## src/rtl/approx_mult_pkg.sv

```systemverilog
// Shared types and helpers for the approximate sequential multiplier.
// Holds the FSM state type, the accuracy-control width and the k clamp.
package approx_mult_pkg;

    typedef enum logic [1:0] {
        IDLE = 2'd0,
        RUN  = 2'd1,
        DONE = 2'd2
    } state_t;

    localparam int DEFAULT_WIDTH = 8;
    localparam int DEFAULT_K_W   = $clog2(DEFAULT_WIDTH + 1);

    // Depths beyond the operand width carry no extra meaning, so saturate at w.
    function automatic int unsigned clamp_k(input int unsigned k, input int unsigned w);
        return (k > w) ? w : k;
    endfunction

endpackage

```

## src/rtl/approx_adder_row.sv

```systemverilog
// W-bit ripple adder row; masked columns bypass the cell with an OR and kill the carry.
module approx_adder_row #(
    parameter int WIDTH = 8
) (
    input  logic [WIDTH-1:0] x,
    input  logic [WIDTH-1:0] y,
    input  logic [WIDTH-1:0] approx_mask,
    output logic [WIDTH-1:0] sum,
    output logic             cout
);

    logic [WIDTH:0]   carry;
    logic [WIDTH-1:0] cell_sum;
    logic [WIDTH-1:0] cell_carry;

    assign carry[0] = 1'b0;

    for (genvar j = 0; j < WIDTH; j++) begin : g_col
        bit_addition_logic u_cell (
            .a     (x[j]),
            .b     (y[j]),
            .cin   (carry[j]),
            .sum   (cell_sum[j]),
            .carry (cell_carry[j])
        );

        assign sum[j]     = approx_mask[j] ? (x[j] | y[j]) : cell_sum[j];
        assign carry[j+1] = approx_mask[j] ? 1'b0 : cell_carry[j];
    end

    assign cout = carry[WIDTH];

endmodule

```

## src/rtl/bit_addition_logic.sv

```systemverilog
// One-bit full-adder cell used as the exact column of every adder row.
module bit_addition_logic (
    input  logic a,
    input  logic b,
    input  logic cin,
    output logic sum,
    output logic carry
);

    assign sum   = a ^ b ^ cin;
    assign carry = (a & b) | (cin & (a ^ b));

endmodule

```

## src/rtl/approx_seq_multiplier.sv

```systemverilog
// Shift-and-add multiplier, one partial-product row per cycle, with run-time
// approximation of the k lowest-weight columns.
module approx_seq_multiplier
    import approx_mult_pkg::*;
#(
    parameter int WIDTH = 8,
    parameter int K_W   = $clog2(WIDTH + 1)
) (
    input  logic               clk,
    input  logic               rst_n,
    input  logic               start,
    input  logic [WIDTH-1:0]   a,
    input  logic [WIDTH-1:0]   b,
    input  logic [K_W-1:0]     acc_k,
    output logic               ready,
    output logic               done,
    output logic [2*WIDTH-1:0] product
);

    localparam int CNT_W = $clog2(WIDTH);

    // Handshake: start is accepted on a rising edge where ready=1; done is a
    // single-cycle pulse in the cycle product first shows the new result.
    state_t             state;
    state_t             state_next;
    logic [WIDTH-1:0]   a_r;
    logic [WIDTH-1:0]   b_r;
    logic [K_W-1:0]     k_r;
    logic [CNT_W-1:0]   iter;
    logic [2*WIDTH:0]   acc;
    logic [2*WIDTH:0]   acc_next;
    logic [WIDTH-1:0]   row;
    logic [WIDTH-1:0]   row_sum;
    logic               row_cout;
    logic [WIDTH-1:0]   approx_mask;
    logic               last_iter;
    logic               unused_acc_bits;

    assign last_iter = (iter == CNT_W'(WIDTH - 1));
    assign row       = b_r[iter] ? a_r : '0;

    // Column j of this row carries absolute weight iter+j.
    always_comb begin
        approx_mask = '0;
        for (int j = 0; j < WIDTH; j++) begin
            approx_mask[j] = (int'(iter) + j) < int'(k_r);
        end
    end

    approx_adder_row #(.WIDTH(WIDTH)) u_row (
        .x           (acc[2*WIDTH-1:WIDTH]),
        .y           (row),
        .approx_mask (approx_mask),
        .sum         (row_sum),
        .cout        (row_cout)
    );

    assign acc_next        = {1'b0, row_cout, row_sum, acc[WIDTH-1:1]};
    assign unused_acc_bits = ^{acc[2*WIDTH], acc[0]};

    always_ff @(posedge clk or negedge rst_n) begin
        if (!rst_n) begin
            state <= IDLE;
        end else begin
            state <= state_next;
        end
    end

    always_comb begin
        state_next = state;
        case (state)
            IDLE:    if (start) state_next = RUN;
            RUN:     if (last_iter) state_next = DONE;
            DONE:    state_next = IDLE;
            default: state_next = IDLE;
        endcase
    end

    always_comb begin
        ready = (state == IDLE);
        done  = (state == DONE);
    end

    always_ff @(posedge clk or negedge rst_n) begin
        if (!rst_n) begin
            a_r     <= '0;
            b_r     <= '0;
            k_r     <= '0;
            iter    <= '0;
            acc     <= '0;
            product <= '0;
        end else begin
            case (state)
                IDLE: begin
                    if (start) begin
                        a_r  <= a;
                        b_r  <= b;
                        k_r  <= K_W'(clamp_k(int'(acc_k), WIDTH));
                        iter <= '0;
                        acc  <= '0;
                    end
                end
                RUN: begin
                    acc  <= acc_next;
                    iter <= iter + CNT_W'(1);
                    // Load on the edge that enters DONE so done and product align.
                    if (last_iter) begin
                        product <= acc_next[2*WIDTH-1:0];
                    end
                end
                default: ;
            endcase
        end
    end

endmodule
```

## config.mk

```make
export PLATFORM = sky130hd
export DESIGN_NAME = approx_seq_multiplier
export DESIGN_NICKNAME = d
export VERILOG_FILES = /design/src/rtl/approx_mult_pkg.sv /design/src/rtl/approx_adder_row.sv /design/src/rtl/bit_addition_logic.sv /design/src/rtl/approx_seq_multiplier.sv
export SDC_FILE = /design/constraint.sdc
export NUM_CORES = 1
export LEC_CHECK = 0
export ABC_CLOCK_PERIOD_IN_PS = 9800
export CAP_MARGIN = 10
export CORE_MARGIN = 2
export CORE_UTILIZATION = 38
export DETAILED_ROUTE_END_ITERATION = 8
export PLACE_DENSITY = 0.68
export SYNTH_ARGS = -nofsm -noshare
export SYNTH_HDL_FRONTEND = slang
export SYNTH_SLANG_ARGS = --single-unit
export TNS_END_PERCENT = 50
```

## constraint.sdc

```tcl
create_clock -name clk -period 9.8 [get_ports clk]
set_input_delay 2.45 -clock clk [delete_from_list [all_inputs] [get_ports clk]]
set_output_delay 2.45 -clock clk [all_outputs]
set_load 0.005 [all_outputs]
```

==> implementation parameters <==
Parameter                              Value

Timing
  Final number of setup-violating endpoints ... 0
  Final Max Tran Viols ... 0
  Aggregate negative setup slack ... 0 ps
  Final Hold Fails ... 0
  Shortest clock period the worst path allows after layout ... 5650 ps
  Unrepaired setup endpoints after global routing ... no
  Highest clock frequency the design can meet ... 177 MHz
  Slew at the pin closest to its max-slew limit ... 808 ps
  Worst-case clock skew ... 7.42 ps
  Fin Hold WS ... 485 ps
  Final worst path period share ... 57.7%
  Worst relative slew slack ... 45.9%

Final layout
  Count of antenna diodes in the layout ... 0
  Count of nets after finishing ... 452
  Commonest non-fill, non-tap cells in the layout ... sky130_fd_sc_hd__nand2_1, sky130_fd_sc_hd__dfrtp_1, sky130_fd_sc_hd__inv_1, sky130_fd_sc_hd__clkdlybuf4s50_1, sky130_fd_sc_hd__ha_1
  Share of layout cells above drive strength 1 ... 8.03%
  Most common cell after layout, fill and taps aside ... sky130_fd_sc_hd__nand2_1
  Combined area of the multi-input logic cells ... 1700 um2
  Growth of design area from synthesis to finish ... 17.9%
  Sequential standard cell area ... 1400 um2
  Fill count ... 810

Power and ir drop
  Power density of the placed cells ... 336 nW/um2
  Final Total Pwr ... 1310 uW
  Combinational power share ... 57.9%
  Switching share of total power ... 44.4%
  Peak ir drop on the vdd network ... 169 uV
  Sequential Power Share ... 31.5%
  Int Pwr ... 727 uW
  Share of power burned in the clock network ... 10.6%
  Leakage power ... 0.00194 uW
  Switching power ... 581 uW

Critical path
  Cell mode on critical path ... sky130_fd_sc_hd__fa_1
  CP max-delay cell ... sky130_fd_sc_hd__dfrtp_1
  Critical path data arrival time ... 5920 ps
  Data required time of the worst path ... 10,060 ps
  Crit end category ... flop
  Type of the setup path with the least slack ... flop to flop
  Category of the worst setup path launch point ... flop
  Worst path cell trace ... mux4_2 -> nand2_1 -> nand2_2 -> and2_1 -> ha_1 -> nor2b_1 -> fa_1 -> and2_1 -> fa_1 -> and2_1 -> fa_1 -> and2_1 -> fa_1 -> inv_1 -> nor2_1 -> fa_1 -> and2_1 -> fa_1 -> nand2_1 -> fa_1 -> mux2i_1 -> mux2_4
  Cell family contributing the most delay on the critical path ... adder cells
  Critical path peak fanout ... 13
  CP max stage delay ... 650 ps
  CP Buf/Inv Count ... 1

Routing
  Post-DRT Antenna Nets ... 0
  Average wire per standard cell ... 13.3 um
  DRT Wirelength ... 6560 um
  Residual DRC ... 0
  Total via count after detailed routing ... 2,363
  Per-cell via count in the routed design ... 4.78
  Initial DRC Count ... 99
  Number of search-and-repair iterations in the first detailed-routing pass ... 4

Clocking
  Number of sinks driven by the clock tree ... 56
  CTS Buf Count ... 5
  Insertion delay of the later-clocked pin in the worst-skew pair ... 320 ps
  CTS Buffer Depth ... 2
  Clock Pin Slew Worst Setup and Hold Paths ... 110 ps
  Clock tree from TritonCTS ... built
  Post-CTS Hold Fix Bufs ... 0
  Number of gates resized after CTS ... 0
  Root buffer cell ... sky130_fd_sc_hd__clkbuf_8
  Number of buffers inserted to repair setup after CTS ... 0
  Count of H-tree levels built during CTS ... 2

Yosys
  Sequential fraction of the synthesis area ... 42.4%
  Number of warning messages in the yosys log ... 0
  Syn Inst Count ... 348
  Number of distinct library cells after synthesis ... 36
  Yosys top cell by area ... sky130_fd_sc_hd__dfrtp_1
  Post-synthesis instance area ... 3300 um2
  Share of the synthesized area in the top cell type ... 42.4%
  Post-Syn Nets ... 415
  Ranking of synthesized cells by area ... sky130_fd_sc_hd__dfrtp_1, sky130_fd_sc_hd__ha_1, sky130_fd_sc_hd__nand2_1
  Synthesis-stage register bit count ... 56
  Post-synthesis average cell area ... 9.49 um2

Global route
  Via count of the first global-routing pass ... 2,503
  GRT Overall Usage ... 14.7%
  Number of antenna violations at the first check in global routing ... 0
  Maximum number of pins on one net before global-route repair ... 57
  First-pass GRT wire length ... 11,600 um
  Final global-route overflow total ... 0

Placement
  Number of buffers inserted by port buffering ... 40
  Final HPWL from detailed placement ... 4960 um
  RePlAce Congestion ... 0.819

Min path
  Type of the tightest min-delay check ... flop to flop

Floorplan
  Total die area ... 9450 um2
  Area of the core ... 8550 um2
  Initial standard-cell utilization of the core ... 38.6%
  Y dimension of the die ... 97.2 um
  # rows ... 34
  Horizontal die dimension ... 97.2 um
  Number of top-level pins ... 41

Run
  Max capacitance violation total ... 0

Status
  Status ... complete, no violations
-- cell families after synthesis --
kind of cell,count (synthesis),synth area share [%]
and+or+nand+nor,127,16.4
DFF,56,42.4
AOI/OAI and AO/OA,51,9.97
buffers and inverters,51,6.02
adders and majority gates,44,18.3
muxes,18,6.63
xor gates and xnor gates,1,0.265
-- flip-flops by register name (all words and copies together), names as in the netlist --
name,flops
product,16
acc,15
state,2
iter,3
b_r,8
a_r,8
k_r,4
-- power groups by stage --
| stage | sequential (uW) | combinational (uW) | clock (uW) |
|---|---|---|---|
| 6_report | 412 | 757 | 139 |
| 5_1_grt | 430 | 872 | 149 |
| 4_1_cts | 414 | 766 | 141 |
| 3_5_place_dp | 417 | 764 | 0 |
| 3_3_place_gp | 415 | 732 | 0 |
| 2_1_floorplan | 395 | 543 | 0 |
-- synth_stat cells --
cell type and n:
sky130_fd_sc_hd__mux2i_1 8, sky130_fd_sc_hd__nand2_2 1, sky130_fd_sc_hd__a21boi_2 1, sky130_fd_sc_hd__o21a_1 3
sky130_fd_sc_hd__buf_6 1, sky130_fd_sc_hd__nor4_1 1, sky130_fd_sc_hd__or2_2 1, sky130_fd_sc_hd__inv_1 39
sky130_fd_sc_hd__mux2_2 7, sky130_fd_sc_hd__nand3_1 2, sky130_fd_sc_hd__and2_1 7, sky130_fd_sc_hd__or4_1 1
sky130_fd_sc_hd__nand3b_1 3, sky130_fd_sc_hd__a21oi_1 6, sky130_fd_sc_hd__buf_1 1, sky130_fd_sc_hd__nand2b_4 1
sky130_fd_sc_hd__a21o_1 2, sky130_fd_sc_hd__ha_1 37, sky130_fd_sc_hd__a22o_2 1, sky130_fd_sc_hd__nand2b_1 2
sky130_fd_sc_hd__a2111oi_2 2, sky130_fd_sc_hd__nand2_1 97, sky130_fd_sc_hd__nor2_1 8, sky130_fd_sc_hd__o21ai_2 1
sky130_fd_sc_hd__o31ai_1 1, sky130_fd_sc_hd__o21ai_1 3, sky130_fd_sc_hd__clkbuf_1 10, sky130_fd_sc_hd__a22oi_2 1
sky130_fd_sc_hd__o31ai_4 1, sky130_fd_sc_hd__dfrtp_1 56, sky130_fd_sc_hd__o21ai_0 29, sky130_fd_sc_hd__mux4_2 2
sky130_fd_sc_hd__fa_1 7, sky130_fd_sc_hd__mux2_4 1, sky130_fd_sc_hd__xnor2_1 1, sky130_fd_sc_hd__nor2b_1 3
-- per-layer routing --
| metal | GRT usage [%] | vias up | wire [um] |
|---|---|---|---|
| li1 | - | 1191 | - |
| met1 | 18.9 | 1133 | 3110 |
| met2 | 25.7 | 30 | 3170 |
| met3 | 2.73 | 9 | 167 |
| met4 | 3.31 | 0 | 108 |
| met5 | 0 | - | 0 |
-- metrics by stage --
stage	std cells	worst slack, ps	area, um2	util, %
final	494	4150	3890	45.5
after global routing	494	3790	3890	45.5
after CTS	494	4140	3890	45.5
after detailed placement	486	4160	3790	44.4
after global placement	486	4290	3790	44.4
after floorplan	348	4550	3300	-
-- area by class of cell --
type	count	area share (%)
multi-input cells	241	43.7
well taps	108	3.47
flip-flops and latches	56	36.0
repair buffers	42	10.5
clock buffers	5	1.77
clock inverters	3	0.739
inverters	39	3.76
-- worst register-to-register path: stages, from the launching register on --
cell                      delay, ps
sky130_fd_sc_hd__dfrtp_1        650
sky130_fd_sc_hd__mux4_2         560
sky130_fd_sc_hd__nand2_1         90
sky130_fd_sc_hd__nand2_2        130
sky130_fd_sc_hd__and2_1         210
sky130_fd_sc_hd__ha_1           170
sky130_fd_sc_hd__nor2b_1        130
sky130_fd_sc_hd__fa_1           360
sky130_fd_sc_hd__and2_1         150
sky130_fd_sc_hd__fa_1           340
sky130_fd_sc_hd__and2_1         150
sky130_fd_sc_hd__fa_1           340
sky130_fd_sc_hd__and2_1         150
sky130_fd_sc_hd__fa_1           350
sky130_fd_sc_hd__inv_1           60
sky130_fd_sc_hd__nor2_1          50
sky130_fd_sc_hd__fa_1           360
sky130_fd_sc_hd__and2_1         160
sky130_fd_sc_hd__fa_1           350
sky130_fd_sc_hd__nand2_1         80
sky130_fd_sc_hd__fa_1           410
sky130_fd_sc_hd__mux2i_1        180
sky130_fd_sc_hd__mux2_4         170
-- worst paths after layout --
kind	to	cells past startpoint	slack, ps	start
worst max-delay path	product[14]	22	4150	iter[0]
worst min-delay path	a_r[6]	2	490	a_r[6]
worst max register to register	product[14]	22	4150	iter[0]
worst min register to register	a_r[6]	2	490	a_r[6]
max in group asynchronous	acc[11]	2	7090	rst_n
min in group asynchronous	b_r[6]	2	2250	rst_n
No activity file was read; power rests on OpenSTA's default activity.
